## src/rtl/control_fsm.sv

```systemverilog
// Multicycle control FSM: fetch/decode/exec/mem/writeback sequencing for an RV32I subset.
// Latency: 1 cycle per state, FETCH and MEM stretch until mem_ready; outputs are combinational from state.
// Optional CTRL_ILLEGAL_TRAP_EN: illegal instructions halt instead of retiring as NOPs.
module control_fsm (
  input  logic        clk,
  input  logic        rst_n,
  input  logic [31:0] instr_in,
  input  logic        mem_ready,
  input  logic        zero,
  output logic [3:0]  alucontrol,
  output logic [1:0]  alusrc_a,
  output logic [1:0]  alusrc_b,
  output logic        mem_read,
  output logic        mem_write,
  output logic        pc_write,
  output logic        pc_src,
  output logic        ir_write,
  output logic        reg_write,
  output logic        wb_src,
  output logic        halted
);

  localparam logic [3:0] ALU_ADD  = 4'd0;
  localparam logic [3:0] ALU_SUB  = 4'd1;
  localparam logic [3:0] ALU_SLL  = 4'd2;
  localparam logic [3:0] ALU_SLT  = 4'd3;
  localparam logic [3:0] ALU_SLTU = 4'd4;
  localparam logic [3:0] ALU_XOR  = 4'd5;
  localparam logic [3:0] ALU_SRL  = 4'd6;
  localparam logic [3:0] ALU_SRA  = 4'd7;
  localparam logic [3:0] ALU_OR   = 4'd8;
  localparam logic [3:0] ALU_AND  = 4'd9;

  localparam logic [6:0] OP_R   = 7'b0110011;
  localparam logic [6:0] OP_I   = 7'b0010011;
  localparam logic [6:0] OP_LW  = 7'b0000011;
  localparam logic [6:0] OP_SW  = 7'b0100011;
  localparam logic [6:0] OP_BR  = 7'b1100011;
  localparam logic [6:0] OP_LUI = 7'b0110111;

  typedef enum logic [2:0] {
    S_IDLE   = 3'd0,
    S_FETCH  = 3'd1,
    S_DECODE = 3'd2,
    S_EXEC   = 3'd3,
    S_MEM    = 3'd4,
    S_WB     = 3'd5,
    S_HALT   = 3'd6
  } state_t;

  state_t      state;
  state_t      next_state;
  logic [31:0] instr;

  logic [6:0] opcode;
  logic [2:0] funct3;
  logic       funct7_5;
  logic       legal;
  logic       br_taken;
  logic [3:0] exec_alu;
  logic [1:0] exec_a;
  logic [1:0] exec_b;

  assign opcode   = instr[6:0];
  assign funct3   = instr[14:12];
  assign funct7_5 = instr[30];

  // Register indices and immediates are consumed by the datapath, not here.
  logic unused_instr_bits;
  assign unused_instr_bits = ^{instr[31], instr[29:15], instr[11:7]};

  function automatic logic [3:0] alu_op(input logic [2:0] f3, input logic f7_5, input logic is_r);
    case (f3)
      3'b000:  alu_op = (is_r && f7_5) ? ALU_SUB : ALU_ADD;
      3'b001:  alu_op = ALU_SLL;
      3'b010:  alu_op = ALU_SLT;
      3'b011:  alu_op = ALU_SLTU;
      3'b100:  alu_op = ALU_XOR;
      3'b101:  alu_op = f7_5 ? ALU_SRA : ALU_SRL;
      3'b110:  alu_op = ALU_OR;
      default: alu_op = ALU_AND;
    endcase
  endfunction

  // BEQ/BNE compare via SUB, the others via SLT(U); funct3[0] inverts the sense.
  assign br_taken = funct3[2] ? (zero == funct3[0]) : (zero != funct3[0]);

  always_comb begin
    legal    = 1'b1;
    exec_alu = ALU_ADD;
    exec_a   = 2'd0;
    exec_b   = 2'd1;
    case (opcode)
      OP_R: begin
        exec_b   = 2'd0;
        exec_alu = alu_op(funct3, funct7_5, 1'b1);
      end
      OP_I:         exec_alu = alu_op(funct3, funct7_5, 1'b0);
      OP_LW, OP_SW: exec_alu = ALU_ADD;
      OP_LUI:       exec_a   = 2'd2;
      OP_BR: begin
        exec_b = 2'd0;
        case (funct3[2:1])
          2'b00:   exec_alu = ALU_SUB;
          2'b10:   exec_alu = ALU_SLT;
          2'b11:   exec_alu = ALU_SLTU;
          default: legal    = 1'b0;
        endcase
      end
      default: legal = 1'b0;
    endcase
  end

  always_ff @(posedge clk or negedge rst_n) begin
    if (!rst_n) begin
      state <= S_IDLE;
      instr <= '0;
    end else begin
      state <= next_state;
      if (state == S_FETCH && mem_ready) begin
        instr <= instr_in;
      end
    end
  end

  always_comb begin
    next_state = state;
    case (state)
      S_IDLE:  next_state = S_FETCH;
      S_FETCH: if (mem_ready) next_state = S_DECODE;
      S_DECODE: begin
        if (legal) begin
          next_state = S_EXEC;
        end else begin
`ifdef CTRL_ILLEGAL_TRAP_EN
          next_state = S_HALT;
`else
          next_state = S_FETCH;
`endif
        end
      end
      S_EXEC: begin
        if (opcode == OP_LW || opcode == OP_SW) next_state = S_MEM;
        else if (opcode == OP_BR)               next_state = S_FETCH;
        else                                    next_state = S_WB;
      end
      S_MEM: begin
        if (mem_ready) next_state = (opcode == OP_LW) ? S_WB : S_FETCH;
      end
      S_WB:    next_state = S_FETCH;
      S_HALT:  next_state = S_HALT;
      default: next_state = S_IDLE;
    endcase
  end

  always_comb begin
    alucontrol = ALU_ADD;
    alusrc_a   = 2'd0;
    alusrc_b   = 2'd0;
    mem_read   = 1'b0;
    mem_write  = 1'b0;
    pc_write   = 1'b0;
    pc_src     = 1'b0;
    ir_write   = 1'b0;
    reg_write  = 1'b0;
    wb_src     = 1'b0;
    halted     = 1'b0;
    case (state)
      S_FETCH: begin
        mem_read = 1'b1;
        alusrc_a = 2'd1;
        alusrc_b = 2'd2;
        if (mem_ready) begin
          ir_write = 1'b1;
          pc_write = 1'b1;
        end
      end
      S_EXEC: begin
        alucontrol = exec_alu;
        alusrc_a   = exec_a;
        alusrc_b   = exec_b;
        if (opcode == OP_BR && br_taken) begin
          pc_write = 1'b1;
          pc_src   = 1'b1;
        end
      end
      S_MEM: begin
        alucontrol = exec_alu;
        alusrc_a   = exec_a;
        alusrc_b   = exec_b;
        mem_read   = (opcode == OP_LW);
        mem_write  = (opcode == OP_SW);
      end
      // ALU selects stay applied so an un-registered ALU result is still valid at writeback.
      S_WB: begin
        alucontrol = exec_alu;
        alusrc_a   = exec_a;
        alusrc_b   = exec_b;
        reg_write  = 1'b1;
        wb_src     = (opcode == OP_LW);
      end
`ifdef CTRL_ILLEGAL_TRAP_EN
      S_HALT: halted = 1'b1;
`endif
      default: ;
    endcase
  end

endmodule

```

## config.mk

```make
export PLATFORM = sky130hd
export DESIGN_NAME = control_fsm
export DESIGN_NICKNAME = d
export VERILOG_FILES = /design/src/rtl/control_fsm.sv
export SDC_FILE = /design/constraint.sdc
export NUM_CORES = 1
export LEC_CHECK = 0
export ABC_AREA = 1
export CORE_AREA = 2 2 52 54
export CTS_CLUSTER_DIAMETER = 120
export DETAILED_ROUTE_END_ITERATION = 6
export DIE_AREA = 0 0 54 56
export MAX_ROUTING_LAYER = met4
export PLACE_DENSITY = 0.81
export SKIP_LAST_GASP = 1
export SYNTH_ARGS = -nofsm -noshare
export SYNTH_HDL_FRONTEND = slang
export SYNTH_SLANG_ARGS = --single-unit
```

## constraint.sdc

```tcl
create_clock -name clk -period 3.7 [get_ports clk]
set_clock_uncertainty 0.1 [all_clocks]
set_input_delay 0.74 -clock clk [delete_from_list [all_inputs] [get_ports clk]]
set_output_delay 0.74 -clock clk [all_outputs]
set_load 0.005 [all_outputs]
```

# == Word-level counts from Yosys, hierarchy flattened ==
# Index checks and enable logic that the tools add are counted.
# word_totals
input_bits,36
register_bits,34
output_inout_bits,16
# classes
n_mux,30
eq_ne,24
n_reduce_logical,12
# op_table
op,count
one-hot mux 4 bit (7 select lines),2
equality test 7 x 6 -> 1 bit (second input constant),3
equality test 3 bit (second input constant),6
one-hot mux 3 bit (6 select lines),1
two-way mux 3 bit,5
equality test 3 x 2 -> 1 bit (second input constant),4
two-way mux 1 bit,12
one-hot mux 4 bit (3 select lines),1
one-hot mux 3 bit (3 select lines),1
one-hot mux 2 bit (2 select lines),2
equality test 7 x 2 -> 1 bit (second input constant),1
equality test 7 x 5 -> 1 bit (second input constant),1
equality test 7 bit (second input constant),1
equality test 3 x 1 -> 1 bit (second input constant),2
logical NOT 3 bit,2
one-hot mux 1 bit (2 select lines),3
OR reduction 3 bit,2
OR reduction 5 bit,1
equality test 2 bit (second input constant),2
two-way mux 2 bit,2
two-way mux 4 bit,1
inequality test 2 bit (second input constant),2
OR reduction 2 bit,2
logical AND 1 bit,2
5 further kinds,5

# == Longest topological paths before layout ==
# depth
ltp_word,6
depth_mapped,8
depth_no_buf,8

# == Worst setup path after synthesis ==
# No wires, ideal clock.
# synth_path
path_kind,input to output
start,input zero
end,output pc_write
required_time_ns,2.860
setup_slack_ns,1.522
arrival_ns,1.338
cell_stages,4
cell_sequence,xnor2_1 > xor2_1 > nor3_2 > or2_1
# synth_via
elab_chain_len,5
# synth_rtl
item,line_no,source
start: declaration,9,"input logic zero,"
inequality test 1 bit / equality test 1 bit (equally long branches),86,assign br_taken = funct3[2] ? (zero == funct3[0]) : (zero != funct3[0]);
two-way mux 1 bit *,86,
logical AND 1 bit *,182,if (opcode == OP_BR && br_taken) begin
two-way mux 1 bit *,182,
one-hot mux 1 bit (2 select lines) *,168,case (state)
end: declaration,15,"output logic pc_write,"
# Mark *: on every way between the ends. The rest lies on a longest branch, timed or not.

# == Worst setup path in the final report ==
# Ends and elaborated chain as after synthesis.

==> metrics.md <==
| Metric | Value |
|---|---|
| Hold Crit Class | `reg2reg` |
| Clock Tree Buf Depth | `2` |
| Levels on crit path | `6` |
| Register area share after synthesis | `0.364` |
| WP data required | `2860 ps` |
| Slowest cell on the critical path | `clkdlybuf4s50_1` |
| Pwr per Cell Area | `246 nW/um2` |
| Leakage power figure | `0.603 nW` |
| Worst skew pair latency | `280 ps` |
| Outcome | `complete, no violations` |
| Final ANT Viol Nets | `0` |
| Clk sinks | `14` |
| Reg2Reg Depth | `7` |
| Hold Vio Cnt, Final | `0` |
| Sum Neg Setup Slack | `0 ps` |
| Core area | `2430 um2` |
| R2r endpoint | `instr[1]$_DFFE_PN0P_` |
| DIE HEIGHT | `56 um` |
| Routed wl met3 | `86 um` |
| Yosys cell types | `25` |
| # IOs | `52` |
| # rows | `18` |
| Post-route DRC | `0` |
| Max-Slew Margin vs Limit | `0.584` |
| Cts hold-fix bufs | `0` |
| Slew Limit Fails | `0` |
| Commonest non-fill, non-tap cell in the layout | `nand2_1` |
| Avg WL per Cell | `~11 um` |
| Vias per inst | `4.84` |
| Number of synthesized register bits | `14` |
| Post-Syn Area per Cell | `6.87 um2` |
| Largest net degree at the start of global routing | `21` |
| Initial Utilization | `0.396` |
| Vias in the first global route | `between 900 and 1000` |
| Critical Path AT | `between 2000 and 2500 ps` |
| Overflow after GRT | `0` |
| Setup violations, final | `0` |
| Dominant delay contributor by cell family on the critical path | `buffers and inverters` |
| Hold_sp | `instr[0]$_DFFE_PN0P_` |
| Multi-input gate area | `about 510 um2` |
| Register area | `350 um2` |
| Flop pwr share | `0.524` |
| Syn. warnings | `0` |
| First-pass GRT wire length | `between 3000 and 4000 um` |
| DR iter-0 viols | `12` |
| Worst-margin pin slew | `~620 ps` |
| Post-cts repair resize count | `0` |
| Via count | `around 970` |
| Worst hold stages | `2` |
| RSZ-0062 raised after global routing | `false` |
| Syn Nets | `176` |
| Layout cells sized above 1 | `0.129` |
| Metal2 WL | `1050 um` |
| Synth Cell Area | `962 um2` |
| Reg-to-Reg Start | `state[2]$_DFFE_PN0P_` |
| Worst path cell trace | `clkdlybuf4s50_1 -> xnor2_1 -> xor2_1 -> nor3_2 -> or2_1 -> clkdlybuf4s50_1` |
| H-tree Lvls | `1` |
| CTS tree | `yes` |
| Maximum capacitance violations | `0` |
| Crit start category | `input port` |
| Fin crit share | `0.836` |
| Top Layer Used | `met4` |
| Crit-path max cell delay | `around 470 ps` |
| Combinational Power Share | `0.130` |
| Reg2Reg Setup Slack | `2270 ps` |
| CP Class | `in2out` |
| Crit-path most repeated cell | `clkdlybuf4s50_1` |
| Clock transition at path regs | `~90 ps` |
| Port-buffer cells | `29` |
| Psw | `between 0.00007 and 0.00008 W` |
| Critical Path End Type | `output pin` |
| WL final | `2120 um` |
| CTS Buf Count | `3` |
| DP HPWL | `1780 um` |
| Pre-antenna DRT Iters | `4` |
| Number of fill cells in the layout | `252` |
| Worst Hold Endpoint | `instr[0]$_DFFE_PN0P_` |
| Critical path fanouts, max | `2` |
| Worst VDD drop | `~0.16 mV` |
| CTS root buf | `clkbuf_4` |
| Dpl cells | `196` |
| Net Sw Frac | `0.248` |
| Cell count after synthesis | `140` |
| P_int | `0.000241 W` |
| Maximum clock rate | `around 320 MHz` |
| Die W | `54 um` |
| Initial antenna violation count | `0` |
| Postcts setup bufs | `0` |
| Non-Filler Instances | `200` |
| Die area | `3020 um2` |
| Commonest non-fill, non-tap cells in the layout | `40 x nand2_1, 29 x clkdlybuf4s50_1, 14 x dfrtp_1` |
| Worst hold slack | `between 300 and 400 ps` |
| Metal1 wirelength | `911 um` |
| Post-layout minimum cycle time | `around 3100 ps` |
| Fin nets | `approximately 210` |
| Clk pwr share | `0.346` |
| Gpl congestion | `0.855` |
| Worst path bufs/invs | `2` |
| Synth-to-layout area growth | `35.5%` |
| GRT Overall Usage | `0.171` |
| ANT cells | `0` |
-- registers in the layout (all words and copies together), names as in the netlist --
signal and cells:
instr 11, state 3
-- final cells by class --
class,instances,share of cell area
clock buffer,4,0.0278
sequential,14,0.269
tap,30,0.0288
inverter,20,0.0576
timing repair buffer,30,0.228
multi-input combinational,102,0.389
-- worst register-to-register path, delay by kind of cell (launching register included) --
kind | cells | cell delay [ps]
DFF | 1 | 470
and+or+nand+nor | 5 | 480
buffers and inverters | 2 | 290
-- layer usage --
metal,track usage,vias to the layer above
met5,-,-
met4,0.104,0
met3,0.0269,7
met2,0.270,25
met1,0.198,429
li1,-,507
-- worst max path at each step --
stage | start | endpoint | slack [ps]
2_1_floorplan | zero | pc_write | 1520
5_1_grt | zero | pc_write | 510
3_5_place_dp | zero | pc_write | 600
3_3_place_gp | zero | pc_write | 620
4_1_cts | zero | pc_write | 590
6_report | zero | pc_write | 610
-- synth_stat cells (all sizes together) --
library cell	n	share of area
o31ai	2	0.016
o21ai	12	0.062
conb	1	0.0039
a21oi	2	0.010
inv	20	0.078
nor3	5	0.043
or2	1	0.0065
xor2	1	0.0091
nor3b	1	0.0078
nor4	3	0.020
nand4	2	0.013
nand2	43	0.18
nand3	12	0.068
dfrtp	14	0.36
nor2	16	0.083
xnor2	1	0.0091
buf	4	0.031
-- per-stage QoR --
stage	setup WS, ps	cell area, um2	total power, W	utilization
after floorplan	1520	962	0.000190	-
after detailed placement	596	1270	0.000213	0.521
after global routing	510	1300	0.000337	0.536
final	605	1300	0.000320	0.536
after global placement	616	1270	0.000211	0.521
after CTS	585	1300	0.000326	0.536
-- cells by family (layout without fill, tap and decap cells) --
logic type                after synthesis  count (layout)  share of synthesized area
AOI/OAI and AO/OA                      16              16                     0.0884
other                                   1               1                    0.00390
DFF                                    14              14                      0.364
xor gates and xnor gates                2               2                     0.0182
buffers and inverters                  24              54                      0.109
and+or+nand+nor                        83              83                      0.416
-- power by group through the flow --
stage	Clock (W)	Combinational [W]	Sequential, W
final	0.000111	0.0000417	0.000168
after global routing	0.000121	0.0000473	0.000169
after CTS	0.000116	0.0000426	0.000168
after detailed placement	0	0.0000423	0.000171
after global placement	0	0.0000410	0.000170
after floorplan	0	0.0000216	0.000169
No activity file was read; power rests on OpenSTA's default activity.
